File: src/rtl/memoria_cache_if.sv
// CPU <-> cache request/status bundle for memoria_cache.
// hit_count only exists when HIT_COUNT_EN is defined.
interface memoria_cache_if #(
    parameter int unsigned DATA_W  = 3,
    parameter int unsigned ADDR_W  = 5,
    parameter int unsigned INDEX_W = 2
);
    logic                      wren;
    logic [DATA_W-1:0]         data;
    logic [ADDR_W-1:0]         address;
    logic                      hit;
    logic                      valid;
    logic                      LRU;
    logic                      dirty;
    logic                      writeBack;
    logic [ADDR_W-INDEX_W-1:0] tag;
    logic [DATA_W-1:0]         dadoParaCPU;
`ifdef HIT_COUNT_EN
    logic [7:0]                hit_count;
`endif

    modport master (
        output wren, data, address,
        input  hit, valid, LRU, dirty, writeBack, tag, dadoParaCPU
`ifdef HIT_COUNT_EN
        , input hit_count
`endif
    );

    modport slave (
        input  wren, data, address,
        output hit, valid, LRU, dirty, writeBack, tag, dadoParaCPU
`ifdef HIT_COUNT_EN
        , output hit_count
`endif
    );
endinterface

File: src/rtl/memoria_cache.sv
// 2-way set-associative write-back/write-allocate cache over a 32x3 internal memory.
// Optional HIT_COUNT_EN adds an 8-bit wrapping LOOKUP-hit counter.
module memoria_cache #(
    parameter int unsigned DATA_W  = 3,
    parameter int unsigned ADDR_W  = 5,
    parameter int unsigned INDEX_W = 2
) (
    input logic             clock,
    input logic             reset,
    memoria_cache_if.slave  bus
);
    localparam int unsigned TagW  = ADDR_W - INDEX_W;
    localparam int unsigned Sets  = 1 << INDEX_W;
    localparam int unsigned Words = 1 << ADDR_W;

    typedef enum logic [1:0] {StLookup, StWriteback, StAllocate} state_e;

    state_e state_q, state_d;

    logic [DATA_W-1:0] line_data_q  [Sets][2];
    logic [TagW-1:0]   line_tag_q   [Sets][2];
    logic [1:0]        line_valid_q [Sets];
    logic [1:0]        line_dirty_q [Sets];
    logic [Sets-1:0]   lru_q;
    logic [DATA_W-1:0] mem_q        [Words];

    // Miss context survives WRITEBACK/ALLOCATE even if the CPU changes its request.
    logic [ADDR_W-1:0] req_addr_q;
    logic              victim_q;

    logic              hit_q, valid_q, lru_out_q, dirty_q, writeback_q;
    logic [TagW-1:0]   tag_q;
    logic [DATA_W-1:0] dout_q;

    logic [INDEX_W-1:0] index, a_idx;
    logic [TagW-1:0]    req_tag;
    logic [1:0]         match;
    logic               lookup_hit, hit_way, victim_way;

    assign index   = bus.address[INDEX_W-1:0];
    assign req_tag = bus.address[ADDR_W-1:INDEX_W];
    assign a_idx   = req_addr_q[INDEX_W-1:0];

    always_comb begin
        for (int w = 0; w < 2; w++) begin
            match[w] = line_valid_q[index][w] && (line_tag_q[index][w] == req_tag);
        end
        lookup_hit = |match;
        hit_way    = match[1];
        if (!line_valid_q[index][0])      victim_way = 1'b0;
        else if (!line_valid_q[index][1]) victim_way = 1'b1;
        else                              victim_way = lru_q[index];
    end

    always_comb begin
        state_d = state_q;
        unique case (state_q)
            StLookup: begin
                if (!lookup_hit) begin
                    state_d = (line_valid_q[index][victim_way] && line_dirty_q[index][victim_way])
                              ? StWriteback : StAllocate;
                end
            end
            StWriteback: state_d = StAllocate;
            StAllocate:  state_d = StLookup;
            default:     state_d = StLookup;
        endcase
    end

    always_ff @(posedge clock or posedge reset) begin
        if (reset) state_q <= StLookup;
        else       state_q <= state_d;
    end

    always_ff @(posedge clock or posedge reset) begin
        if (reset) begin
            for (int s = 0; s < Sets; s++) begin
                line_valid_q[s] <= '0;
                line_dirty_q[s] <= '0;
                for (int w = 0; w < 2; w++) begin
                    line_data_q[s][w] <= '0;
                    line_tag_q[s][w]  <= '0;
                end
            end
            for (int i = 0; i < Words; i++) mem_q[i] <= DATA_W'(i);
            lru_q       <= '0;
            req_addr_q  <= '0;
            victim_q    <= 1'b0;
            hit_q       <= 1'b0;
            valid_q     <= 1'b0;
            lru_out_q   <= 1'b0;
            dirty_q     <= 1'b0;
            writeback_q <= 1'b0;
            tag_q       <= '0;
            dout_q      <= '0;
        end else begin
            writeback_q <= 1'b0;
            unique case (state_q)
                StLookup: begin
                    if (lookup_hit) begin
                        hit_q         <= 1'b1;
                        lru_q[index]  <= ~hit_way;
                        lru_out_q     <= ~hit_way;
                        valid_q       <= 1'b1;
                        tag_q         <= req_tag;
                        if (bus.wren) begin
                            line_data_q[index][hit_way]  <= bus.data;
                            line_dirty_q[index][hit_way] <= 1'b1;
                            dout_q                       <= bus.data;
                            dirty_q                      <= 1'b1;
                        end else begin
                            dout_q  <= line_data_q[index][hit_way];
                            dirty_q <= line_dirty_q[index][hit_way];
                        end
                    end else begin
                        hit_q      <= 1'b0;
                        req_addr_q <= bus.address;
                        victim_q   <= victim_way;
                    end
                end
                StWriteback: begin
                    mem_q[{line_tag_q[a_idx][victim_q], a_idx}] <= line_data_q[a_idx][victim_q];
                    writeback_q <= 1'b1;
                end
                StAllocate: begin
                    line_data_q[a_idx][victim_q]  <= mem_q[req_addr_q];
                    line_tag_q[a_idx][victim_q]   <= req_addr_q[ADDR_W-1:INDEX_W];
                    line_valid_q[a_idx][victim_q] <= 1'b1;
                    line_dirty_q[a_idx][victim_q] <= 1'b0;
                    valid_q <= 1'b1;
                    dirty_q <= 1'b0;
                    tag_q   <= req_addr_q[ADDR_W-1:INDEX_W];
                end
                default: ;
            endcase
        end
    end

`ifdef HIT_COUNT_EN
    logic [7:0] hit_count_q;
    always_ff @(posedge clock or posedge reset) begin
        if (reset)                                hit_count_q <= '0;
        else if (state_q == StLookup && lookup_hit) hit_count_q <= hit_count_q + 8'd1;
    end
    assign bus.hit_count = hit_count_q;
`endif

    assign bus.hit         = hit_q;
    assign bus.valid       = valid_q;
    assign bus.LRU         = lru_out_q;
    assign bus.dirty       = dirty_q;
    assign bus.writeBack   = writeback_q;
    assign bus.tag         = tag_q;
    assign bus.dadoParaCPU = dout_q;
endmodule

File: src/flat_wrapper.sv
// flat-port wrapper written by rule: the top's interface ports become plain ports
module memoria_cache_flat 
#(
    parameter int unsigned DATA_W  = 3,
    parameter int unsigned ADDR_W  = 5,
    parameter int unsigned INDEX_W = 2
)
  (clock, reset, bus_wren, bus_data, bus_address, bus_hit, bus_valid, bus_LRU, bus_dirty, bus_writeBack, bus_tag, bus_dadoParaCPU);
  memoria_cache_if #(.DATA_W(DATA_W), .ADDR_W(ADDR_W), .INDEX_W(INDEX_W)) bus_i ();
  input logic clock;
  input logic reset;
  input wire logic [$bits(bus_i.wren)-1:0] bus_wren;
  input wire logic [$bits(bus_i.data)-1:0] bus_data;
  input wire logic [$bits(bus_i.address)-1:0] bus_address;
  output wire logic [$bits(bus_i.hit)-1:0] bus_hit;
  output wire logic [$bits(bus_i.valid)-1:0] bus_valid;
  output wire logic [$bits(bus_i.LRU)-1:0] bus_LRU;
  output wire logic [$bits(bus_i.dirty)-1:0] bus_dirty;
  output wire logic [$bits(bus_i.writeBack)-1:0] bus_writeBack;
  output wire logic [$bits(bus_i.tag)-1:0] bus_tag;
  output wire logic [$bits(bus_i.dadoParaCPU)-1:0] bus_dadoParaCPU;
  assign bus_i.wren = bus_wren;
  assign bus_i.data = bus_data;
  assign bus_i.address = bus_address;
  assign bus_hit = bus_i.hit;
  assign bus_valid = bus_i.valid;
  assign bus_LRU = bus_i.LRU;
  assign bus_dirty = bus_i.dirty;
  assign bus_writeBack = bus_i.writeBack;
  assign bus_tag = bus_i.tag;
  assign bus_dadoParaCPU = bus_i.dadoParaCPU;
  memoria_cache #(.DATA_W(DATA_W), .ADDR_W(ADDR_W), .INDEX_W(INDEX_W)) u_core (.clock(clock), .reset(reset), .bus(bus_i));
endmodule
File: config.mk
export PLATFORM = sky130hd
export DESIGN_NAME = memoria_cache_flat
export DESIGN_NICKNAME = d
export VERILOG_FILES = /design/src/rtl/memoria_cache_if.sv /design/src/rtl/memoria_cache.sv /design/src/flat_wrapper.sv
export SDC_FILE = /design/constraint.sdc
export NUM_CORES = 1
export LEC_CHECK = 0
export CORE_MARGIN = 2
export CORE_UTILIZATION = 40
export CTS_BUF_LIST = sky130_fd_sc_hd__clkbuf_16
export CTS_CLUSTER_SIZE = 30
export DETAILED_ROUTE_END_ITERATION = 6
export PLACE_DENSITY = 0.55
export SETUP_SLACK_MARGIN = 0.5
export SLEW_MARGIN = 10
export SYNTH_ARGS = -nofsm -noshare
export SYNTH_HDL_FRONTEND = slang
export SYNTH_SLANG_ARGS = --single-unit
File: constraint.sdc
create_clock -name clock -period 8.3 [get_ports clock]
set_input_delay 1.66 -clock clock [delete_from_list [all_inputs] [get_ports clock]]
set_output_delay 1.66 -clock clock [all_outputs]
set_load 0.02 [all_outputs]
Word level (Yosys, flattened, before mapping) --
Cells that the tools add are included.
Word-level totals: bits in registers 183, bits of input ports 11, output and inout port bits 11, word-level logic and storage cells 206
Cells by class: $lt $le $gt $ge 18, equal/unequal tests 7, muxes and demuxes 84, bitwise gates (word level) 12, reduce and logical (&&, ||, !) cells 18
Operators by type and width (count):
- bitwise mux 96 bit | 1
- bitwise mux 24 bit | 3
- 2-to-1 mux 6 bit | 10
- binary-select mux 6 bit (select 2 bit) | 4
- 2-to-1 mux 24 bit | 2
- 2-to-1 mux 3 bit | 16
- one-hot mux 24 bit (2 select lines) | 1
- demux 6 bit (select 2 bit) | 2
- 2-to-1 mux 1 bit | 17
- 2-to-1 mux 2 bit | 8
- 2-to-1 mux 8 bit | 2
- OR 8 bit | 2
- one-hot mux 8 bit (2 select lines) | 1
- binary-select mux 3 bit (select 5 bit) | 1
- demux 3 bit (select 5 bit) | 1
- greater-or-equal comparator 6 bit (second input constant) | 2
- NOT 5 -> 6 bit | 2
- logical AND 1 bit | 11
- AND 8 bit | 1
- binary-select mux 2 bit (select 2 bit) | 2
- demux 2 bit (select 2 bit) | 2
- NOT 8 bit | 1
- demux 3 bit (select 1 bit) | 2
- equality test 3 bit | 2
- other kinds (28) | 43

Logic depth before layout (Yosys ltp) --
Gate-level depths: netlist of run 1.
depth in word-level cells 17, gate-level depth with buffers 10

Worst setup path after synthesis of run 1 --
Ideal clock, no wire load.
path type input -> register, from input bus_address[0], to register u_core.line_data_q[17] (netlist bit), library setup time 0.128 ns, arrival 3.675 ns, setup slack 4.497 ns, cell stages on the path 7, path through buf_2 > mux4_2 > xnor2_1 > nand4_4 > a31oi_4 > nand2_1 > mux2_1
Between the ends: longest elaborated chain between the ends 17
RTL lines:
- start: declaration | line flat_wrapper.sv:14 | input wire logic [$bits(bus_i.address)-1:0] bus_address;
- NOT 2 -> 3 bit (implied by the code) (*) | line memoria_cache.sv:46, memoria_cache.sv:107
- binary-select mux 6 bit (select 2 bit) | line memoria_cache.sv:46 | match[w] = line_valid_q[index][w] && (line_tag_q[index][w] == req_tag);
- 2-to-1 mux 6 bit (implied by the code) (2 in series) | line memoria_cache.sv:46
- equality test 3 bit | line memoria_cache.sv:46
- logical AND 1 bit | line memoria_cache.sv:46
- NOT 1 -> 2 bit (implied by the code) | line memoria_cache.sv:107 | line_data_q[index][hit_way] <= bus.data;
- greater-or-equal comparator 2 bit (implied by the code) / less-than comparator 2 x 1 -> 1 bit (equally long branches) | line memoria_cache.sv:107
- logical AND 1 bit (implied by the code) | line memoria_cache.sv:107
- 2-to-1 mux 3 bit (implied by the code) | line memoria_cache.sv:107
- demux 3 bit (select 1 bit) | line memoria_cache.sv:107
- 2-to-1 mux 6 bit (implied by the code) | line memoria_cache.sv:107
- demux 6 bit (select 2 bit) | line memoria_cache.sv:107
- bitwise mux 24 bit | line memoria_cache.sv:107
- 2-to-1 mux 24 bit | line memoria_cache.sv:106 | if (bus.wren) begin
- 2-to-1 mux 24 bit | line memoria_cache.sv:100 | if (lookup_hit) begin
- one-hot mux 24 bit (2 select lines) | line memoria_cache.sv:98 | unique case (state_q)
- end signal: indexed assignment | line memoria_cache.sv:107
- end signal: indexed assignment | line memoria_cache.sv:126 | line_data_q[a_idx][victim_q] <= mem_q[req_addr_q];
- end: declaration | line memoria_cache.sv:20 | logic [DATA_W-1:0] line_data_q [Sets][2];
Every way passes the cells marked *; elsewhere a longest branch is shown, timed or not. The select of a mux whose other input is x is not followed. A chain may end at the register's enable or synchronous reset.

Worst setup path after layout of run 1 --
from input bus_address[0], to register u_core.dout_q[1], in the netlist u_core.bus.dadoParaCPU[1]
Between the ends: longest elaborated chain between the ends 11
RTL lines:
- NOT 2 -> 3 bit (implied by the code) (*) | line memoria_cache.sv:46, memoria_cache.sv:112
- binary-select mux 6 bit (select 2 bit) | line memoria_cache.sv:46
- 2-to-1 mux 6 bit (implied by the code) (2 in series) | line memoria_cache.sv:46
- equality test 3 bit | line memoria_cache.sv:46
- logical AND 1 bit | line memoria_cache.sv:46
- NOT 1 -> 2 bit (implied by the code) | line memoria_cache.sv:112 | dout_q <= line_data_q[index][hit_way];
- 2-to-1 mux 3 bit (implied by the code) (3 in series) | line memoria_cache.sv:112
- 2-to-1 mux 3 bit | line memoria_cache.sv:106
- end signal: assignment | line memoria_cache.sv:109 | dout_q <= bus.data;
- end signal: assignment | line memoria_cache.sv:112
- end: declaration | line memoria_cache.sv:33 | logic [DATA_W-1:0] dout_q;
Marks and branches as above.

==> impl_metrics.yaml, run 1 <==
status:
  status: "finished, final reports clean"
timing:
  final-hold-violation-count: 0
  period_share_pct: 55.9
  fin_tns_setup_ns: 0
  setup_slack_ns: 3.66
  slew_viol_final: 0
  fmax_mhz: 215
  finClkSkew_ns: 0.0155
  worstMarginPinSlew_ns: 1.17
  max_slew_margin_pct: 21.1
  grt_setup_unrepaired: "no"
  period_minus_slack_ns: 4.64
  finalSetupViolations: 0
grt:
  grt_overflow: 0
  grt_pass1_wl_um: 35500
  antenna_found_initial: 0
  grt_max_degree: 107
  grtUsageTotal_pct: 19.2
  grt_pass1_vias: 6327
route:
  vias: 5724
  wirelength_um: 22000
  final_antenna_net_count: 0
  drt_first_pass_iters: 4
  drt_iter0_drc: 295
  wl_per_cell_um: 22.0
  via_per_inst: 5.72
  drcViolationCount: 0
die:
  dieArea_sq_mm: 0.0242
  row_count: 55
  core-area_sq_mm: 0.0226
  dieWidth_um: 156
  start_util_pct: 40.7
  pin_count: 22
  die_h_um: 156
logic_synthesis:
  synth_seq_area_share_pct: 50.5
  async_flop_share_pct: 100
  yosys-top-cells-count: "mux2_2, dfrtp_1, nand2_1"
  yosysTopAreaCellShare_pct: 36.8
  synth-seq-cells: 183
  avgSynthCellArea_sq_um: 13.2
  synth.cell_area_sq_mm: 0.00919
  yosys.cell_count.top_type: "mux2_2"
  synth-main-ff-cell: "dfrtp_1"
  post-synth-top-area-cell: "dfrtp_1"
  yosys_warnings: 0
  synth-edff-count: 0
  synth_cell_types: 49
  syn_inst: 697
  synth_fp_nets: 708
  synthTopCellsByArea: "dfrtp_1, mux2_2, dfstp_2, mux4_2, nand2_1"
critical_path:
  rr_worst_depth: 7
  crit_cells: 7
  slowest_stage: "a21boi_2"
  slowest_delay_ns: 0.76
  end_kind: "register"
  cp-start-kind: "primary input"
  worstPathArrival_ns: 4.96
  cp.buffers_inverters: 2
  cp_top_family: "multiplexers"
  worstPathCellList: "clkdlybuf4s50_1 -> buf_4 -> mux4_2 -> xnor2_1 -> nand4_4 -> a21boi_2 -> mux2_2"
  crit_required_ns: 8.62
  path_class: "primary input to register"
  crit_path_max_fanout: 28
power_and_ir_drop:
  vdd_ir_drop_max_mv: 0.167
  power_density_mw_per_mm2: 344
  leakage_nw: 4.33
clock_network:
  cts_sinks: 183
  postCtsHoldBufs: 0
  cts_resized: 0
  insertion_delay_ns: 0.44
  clk_pin_slew_ns: 0.07
  cts_root_buf: "clkbuf_16"
  cts_max_level: 4
  numCtsBuffers: 17
  clockBufferDepth: 2
  cts_tree: "built"
  postCtsSetupBuffers: 0
cells_and_area:
  layout.nets: 714
  area_growth_pct: 11.8
  multi_input_area_sq_mm: 0.00435
  fill_cells: 2035
  antenna_cells: 0
  regArea_sq_mm: 0.00464
  drive_gt1_share_pct: 41.9
placement:
  pre_cts_slack_ns: 3.20
  portBuffers: 21
  gp_congestion: 0.808
  dp_hpwl_um: 14700
job:
  maxCapViolCount: 0
worst_hold_path:
  min_path_type: "register to register"
  min_path_cells: 1
==> logic make-up after synthesis <==
logic type / synth area share [%]
and+or+nand+nor: 8.47
buffers and inverters: 2.18
xor gates and xnor gates: 0.572
AOI/OAI and AO/OA: 5.31
muxes: 33.0
DFF: 50.5
==> state kept, by name, indices dropped and copies added (netlist names) <==
register and cells:
u_core.bus.LRU 1, u_core.mem_q 96, u_core.line_tag_q 24, u_core.bus.dirty 1
u_core.req_addr_q 5, u_core.line_dirty_q 8, u_core.bus.writeBack 1, u_core.bus.dadoParaCPU 3
u_core.line_data_q 24, u_core.lru_q 4, u_core.bus.tag 3, u_core.bus.hit 1
u_core.line_valid_q 8, u_core.state_q 2, u_core.victim_q 1, u_core.bus.valid 1
==> worst register-to-register path, delay by kind of cell (launching register included) <==
family / cells / cell delay (ns)
compound gates: 2 / 0.25
mux: 2 / 0.92
buf+inv: 1 / 0.65
flops: 1 / 0.34
simple gates: 2 / 0.95
==> final timing paths <==
path	from	slack (ns)	to
max in group asynchronous	reset	4.95	u_core.mem_q[93]
min in group asynchronous	reset	1.79	u_core.mem_q[58]
worst max-delay path	bus_address[0]	3.66	u_core.bus.dadoParaCPU[1]
worst min register to register	u_core.line_valid_q[4]	0.47	u_core.line_valid_q[4]
worst min-delay path	u_core.line_valid_q[4]	0.47	u_core.line_valid_q[4]
worst max register to register	u_core.req_addr_q[1]	5.06	u_core.line_data_q[16]
==> power breakdown <==
group,internal [mW],leakage (nW),switching (mW)
clock network,0.451,0.306,0.396
logic,0.581,1.78,0.840
registers,1.11,2.24,0.146
==> metrics by stage <==
| step | total power [mW] | hold WS (ns) | instances | area, sq um | utilization, % |
|---|---|---|---|---|---|
| 2_1_floorplan | 2.29 | 0.429 | 697 | 9190 | - |
| 3_3_place_gp | 2.66 | 0.446 | 969 | 9640 | 42.7 |
| 3_5_place_dp | 2.70 | 0.455 | 969 | 9640 | 42.7 |
| 4_1_cts | 3.56 | 0.472 | 1001 | 10300 | 45.5 |
| 5_1_grt | 3.73 | 0.480 | 1001 | 10300 | 45.5 |
| 6_report | 3.53 | 0.470 | 1001 | 10300 | 45.5 |
==> cell usage in the layout (no fill, tap or decap), drive strengths merged, types with 7 or more instances in the layout <==
cell type,n
a21oi,7
nand2,74
nor3,8
buf,8
dfstp,48
mux2,156
nand3,14
mux2i,19
nor2,30
clkbuf,18
nand2b,15
inv,10
o21ai,22
mux4,48
clkdlybuf4s50,21
o22ai,27
dfrtp,135
==> cell type report <==
class	count	area share, %
Clock inverter	14	1.76
Tap cell	285	3.47
Inverter	4	0.195
Multi-Input combinational cell	468	42.3
Sequential cell	183	45.2
Clock buffer	18	4.39
Timing Repair Buffer	29	2.63
==> per-layer routing <==
| layer | vias up | share of wire [%] | GRT usage (%) | routed length [um] |
|---|---|---|---|---|
| met5 | - | 0 | 0 | 0 |
| met4 | 0 | 1.8 | 6.33 | 388 |
| met3 | 23 | 3.7 | 3.58 | 820 |
| met2 | 120 | 50 | 32.4 | 11100 |
| met1 | 2982 | 44 | 25.1 | 9700 |
| li1 | 2599 | - | - | - |
No activity file was read; power rests on OpenSTA's default activity.
==> run 2: changes to the inputs <==
PLACE_DENSITY = 0.57   (was 0.55)
clock period = 3.8 ns   (was 8.3 ns; I/O delays follow)
==> impl_metrics.yaml, run 2 (synthesized netlist as in run 1, its figures left out) <==
route:
  wl_per_cell_um: 22.3
  drcViolationCount: 0
  wirelength_um: 22800
  vias: 6080
  final_antenna_net_count: 0
  drt_first_pass_iters: 4
  drt_iter0_drc: 404
  via_per_inst: 5.94
timing:
  setup_slack_ns: 0.571
  slew_viol_final: 0
  period_share_pct: 85.0
  whs_ns: 0.462
  max_slew_margin_pct: 38.1
  fin_tns_setup_ns: 0
  finClkSkew_ns: 0.0141
  grt_setup_unrepaired: "yes"
  finalSetupViolations: 0
  period_minus_slack_ns: 3.23
  fmax_mhz: 310
  worstMarginPinSlew_ns: 0.922
  final-hold-violation-count: 0
clock_network:
  insertion_delay_ns: 0.44
  cts_sinks: 183
  numCtsBuffers: 17
  cts_resized: 0
  cts_max_level: 4
  postCtsHoldBufs: 0
  clockBufferDepth: 2
  cts_root_buf: "clkbuf_16"
  cts_tree: "built"
  clk_pin_slew_ns: 0.07
cells_and_area:
  final_common_cell: "mux2_2"
  stdcell_count: 1024
  largest_reg_flops: 96
  post-route-util_pct: 46.1
  drive_gt1_share_pct: 43.4
  top_regs: "u_core.mem_q: 96 flops, u_core.line_data_q: 24 flops, u_core.line_tag_q: 24 flops"
  fill_cells: 2058
  area_growth_pct: 13.3
  layout.nets: 737
  antenna_cells: 0
  layout_common_cells: "mux2_2, dfrtp_1, nand2_1"
  largest-register: "u_core.mem_q"
  fin_area_sq_mm: 0.0104
die:
  start_util_pct: 40.7
  pin_count: 22
  die_h_um: 156
  dieArea_sq_mm: 0.0242
  core-area_sq_mm: 0.0226
  dieWidth_um: 156
  row_count: 55
critical_path:
  crit_path_max_fanout: 10
  worstPathArrival_ns: 3.55
  slowest_stage: "clkdlybuf4s50_1"
  cp-start-kind: "primary input"
  path_class: "primary input to register"
  end_kind: "register"
  slowest_delay_ns: 0.66
  crit_required_ns: 4.12
  cp_top_family: "multiplexers"
  worstPathCellList: "clkdlybuf4s50_1 -> mux4_2 -> xnor2_1 -> nand4_4 -> a31oi_2 -> nand2_1 -> mux2_2"
  cp.buffers_inverters: 1
grt:
  grt_pass1_wl_um: 36500
  grtUsageTotal_pct: 19.7
  grt_max_degree: 77
  antenna_found_initial: 0
  grt_pass1_vias: 6375
  grt_overflow: 0
power_and_ir_drop:
  total_power_mw: 7.79
  swShare_pct: 39.9
  p_switching_mw: 3.11
  pwr-share-comb_pct: 40.7
  p_clk_share_pct: 21.8
  p_int_mw: 4.68
  power_density_mw_per_mm2: 749
  p_seq_share_pct: 37.5
  leakage_nw: 4.42
  vdd_ir_drop_max_mv: 0.346
job:
  maxCapViolCount: 0
placement:
  dp_cells: 990
  portBuffers: 21
  gp_congestion: 0.880
  dp_hpwl_um: 15900
  dpl_cell_area_sq_mm: 0.00983
  pre_cts_slack_ns: 0.145
status:
  status: "finished, final reports clean"
worst_hold_path:
  min_path_type: "register to register"
-- run 2: cell types whose count changed in the layout (fill, tap and decap cells not counted), sizes merged --
cell	previous run	this run
bufinv	1	0
clkbuf	18	17
clkinv	6	8
a31oi	4	5
buf	8	30
-- run 2: cell type report --
type                       count  area, sq um  area share (%)
clock buffer                  17          425            4.09
clock inverter                15          138            1.32
inverter                       4         18.8           0.180
multi-input combinational    469         4360            41.9
sequential                   183         4640            44.6
tap                          285          357            3.42
timing repair buffer          51          473            4.54
-- run 2: power groups by stage --
stage	registers, mW	clock network, mW	logic (mW)
floorplan	2.71	0	2.30
global placement	2.93	0	3.06
detailed placement	2.95	0	3.12
CTS	2.92	1.75	3.12
global route	2.99	1.82	3.40
finish	2.93	1.70	3.17
-- run 2: routing by layer --
layer	part of all wire, %	wire length, um	global-route usage, %
met2	50	11300	32.6
met3	4.3	981	3.31
met1	44	10000	26.7
met5	0	0	0
met4	2.1	476	6.29
-- run 2: repair_timing --
item                       4_1_cts  5_1_grt
setup buffers                    0        1
hold endpoints to repair         0        0
setup endpoints to repair        0        2
-- run 2: final timing paths --
kind	startpoint	to	slack [ns]	cells past startpoint
max reg2reg	u_core.req_addr_q[1]	u_core.line_data_q[21]	0.68	7
min reg2reg	u_core.line_valid_q[2]	u_core.line_valid_q[2]	0.46	1
max in group asynchronous	reset	u_core.mem_q[90]	2.15	3
min in group asynchronous	reset	u_core.mem_q[51]	0.78	2
max	bus_address[0]	u_core.line_data_q[7]	0.57	7
min	u_core.line_valid_q[2]	u_core.line_valid_q[2]	0.46	1
-- run 2: worst register-to-register path, cell delays in order, from the launching register on --
cell and delay [ns]:
dfrtp_2 0.71, buf_4 0.32, buf_4 0.24, mux4_2 0.52
o22ai_1 0.23, or4_1 0.50, o22ai_1 0.18, mux2_2 0.30
==> run 3: changes to the inputs <==
PLACE_DENSITY = 0.55   (was 0.57)
clock period = 3.1 ns   (was 3.8 ns; I/O delays follow)
==> impl_metrics.yaml, run 3 (synthesized netlist as in run 1, its figures left out) <==
timing:
  slew_viol_final: 0
  finalSetupViolations: 0
  grt_setup_unrepaired: "yes"
  period_share_pct: 82.6
  final-hold-violation-count: 0
  worstMarginPinSlew_ns: 0.634
  period_minus_slack_ns: 2.56
  max_slew_margin_pct: 57.7
  finClkSkew_ns: 0.00881
  fmax_mhz: 390
cells_and_area:
  antenna_cells: 0
  final_common_cell: "mux2_2"
  top_regs: "u_core.mem_q: 96 flops, u_core.line_data_q: 24 flops, u_core.line_tag_q: 24 flops"
  largest_reg_flops: 96
  area_growth_pct: 17.9
  largest-register: "u_core.mem_q"
  layout_common_cells: "mux2_2, dfrtp_1, nand2_1"
  fill_cells: 1993
  layout.nets: 771
  drive_gt1_share_pct: 47.6
  stdcell_count: 1058
grt:
  grt_max_degree: 79
  grt_pass1_wl_um: 37600
  antenna_found_initial: 0
  use_met3_pct: 3.69
  use_met2_pct: 33.6
  grt_busiest_layer: "met2"
  grt_pass1_vias: 6556
  grt_overflow: 0
  grtUsageTotal_pct: 20.2
  use_met1_pct: 27.0
power_and_ir_drop:
  vdd_ir_drop_max_mv: 0.375
  p_seq_share_pct: 34.1
  p_switching_mw: 3.85
  p_clk_share_pct: 22.5
  p_int_mw: 6.34
  total_power_mw: 10.2
  leakage_nw: 4.65
  swShare_pct: 37.8
  pwr-share-comb_pct: 43.4
  power_density_mw_per_mm2: 941
critical_path:
  cp-start-kind: "primary input"
  worstPathArrival_ns: 2.87
  path_class: "primary input to register"
  slowest_stage: "clkdlybuf4s50_1"
  end_kind: "register"
  rr_worst_depth: 8
  worstPathCellList: "clkdlybuf4s50_1 -> buf_6 -> mux4_2 -> xnor2_1 -> nand4_1 -> buf_4 -> a31oi_4 -> buf_12 -> nand2_2 -> mux2_1"
  r2r_end: "u_core.line_data_q[19]"
  startpoint: "bus_address[1]"
  timing.rr.start: "u_core.req_addr_q[0]"
  rrSetupSlack_ns: 0.55
  slowest_delay_ns: 0.47
  crit_path_max_fanout: 9
  crit_required_ns: 3.41
route:
  via_per_inst: 5.81
  drt_iter0_drc: 463
  final_antenna_net_count: 0
  vias: 6148
  wirelength_um: 23300
  wl_per_cell_um: 22.1
  drt_first_pass_iters: 6
  drcViolationCount: 0
die:
  dieWidth_um: 156
  row_count: 55
  dieArea_sq_mm: 0.0242
  core-area_sq_mm: 0.0226
  pin_count: 22
  start_util_pct: 40.7
  die_h_um: 156
placement:
  dp_cells: 1015
  gp_congestion: 0.872
  dp_hpwl_um: 16600
  portBuffers: 21
clock_network:
  numCtsBuffers: 17
  cts_root_buf: "clkbuf_16"
  insertion_delay_ns: 0.43
  cts_tree: "built"
  cts_sinks: 183
  cts_max_level: 4
  clockBufferDepth: 2
  postCtsHoldBufs: 0
  clk_pin_slew_ns: 0.07
worst_hold_path:
  min_path_type: "register to register"
  min_to: "u_core.line_valid_q[7]"
  min_path_cells: 1
  hold_start: "u_core.line_valid_q[7]"
status:
  status: "finished, final reports clean"
job:
  maxCapViolCount: 0
==> run 3: cell count changes in the layout (fill, tap and decap cells not counted), sizes merged <==
cell           before  now
dlygate4sd2         0    1
bufinv              0    2
buf                30   65
clkbuf             17   19
clkinvlp            1    2
inv                10    9
clkinv              8    4
a31oi               5    4
clkdlybuf4s50      21   20
==> run 3: power by group through the flow <==
stage	Clock [mW]	Sequential [mW]	Combinational, mW
finish	2.29	3.48	4.43
global route	2.44	3.55	4.75
CTS	2.33	3.48	4.24
detailed placement	0	3.54	4.14
global placement	0	3.52	4.10
floorplan	0	3.32	2.84
==> run 3: per-layer routing <==
| metal | routed length, um | vias to the layer above |
|---|---|---|
| met2 | 11600 | 148 |
| met4 | 429 | 0 |
| li1 | - | 2722 |
| met3 | 992 | 31 |
| met5 | 0 | - |
| met1 | 10300 | 3247 |
==> run 3: area by class of cell <==
cell class                 count  area (sq um)  area share [%]
inverter                       4          18.8           0.173
timing repair buffer          86           787            7.26
clock buffer                  19           475            4.39
tap                          285           357            3.29
sequential                   183          4650            42.9
multi-input combinational    468          4410            40.7
clock inverter                13           143            1.32
==> run 3: per-stage QoR <==
stage | setup slack, ns | util [%] | hold slack [ns] | instance area, sq um | setup TNS (ns)
after floorplan | 0.169 | - | 0.429 | 9230 | 0
after global placement | -0.0885 | 44.7 | 0.445 | 10100 | -2.16
after detailed placement | -0.140 | 44.7 | 0.448 | 10100 | -3.53
after CTS | 0.513 | 47.6 | 0.472 | 10800 | 0
after global routing | 0.480 | 48.0 | 0.496 | 10800 | 0
final | 0.538 | 48.0 | 0.466 | 10800 | 0
==> run 3: how the worst max path moves through the flow <==
stage                                   endpoint  slack, ns  cells past startpoint
after CTS                  u_core.line_data_q[5]       0.51                      8
after detailed placement  u_core.line_data_q[18]      -0.14                      9
after floorplan                   u_core.bus.LRU       0.17                      1
final                      u_core.line_data_q[2]       0.54                     10
after global placement    u_core.line_data_q[17]      -0.09                      9
after global routing       u_core.line_data_q[6]       0.48                     10
==> run 3: critical path: cells and delay by family <==
| kind | cells | cell delay (ns) |
|---|---|---|
| xor+xnor | 1 | 0.18 |
| mux | 2 | 0.65 |
| buf+inv | 4 | 0.95 |
| compound gates | 1 | 0.19 |
| simple gates | 2 | 0.26 |
==> run 3: timing repair <==
| action | 4_1_cts | 5_1_grt |
|---|---|---|
| resized for setup | 8 | 9 |
| setup buffers | 4 | 7 |
| setup endpoints to repair | 91 | 42 |
| pin swaps | 4 | 2 |
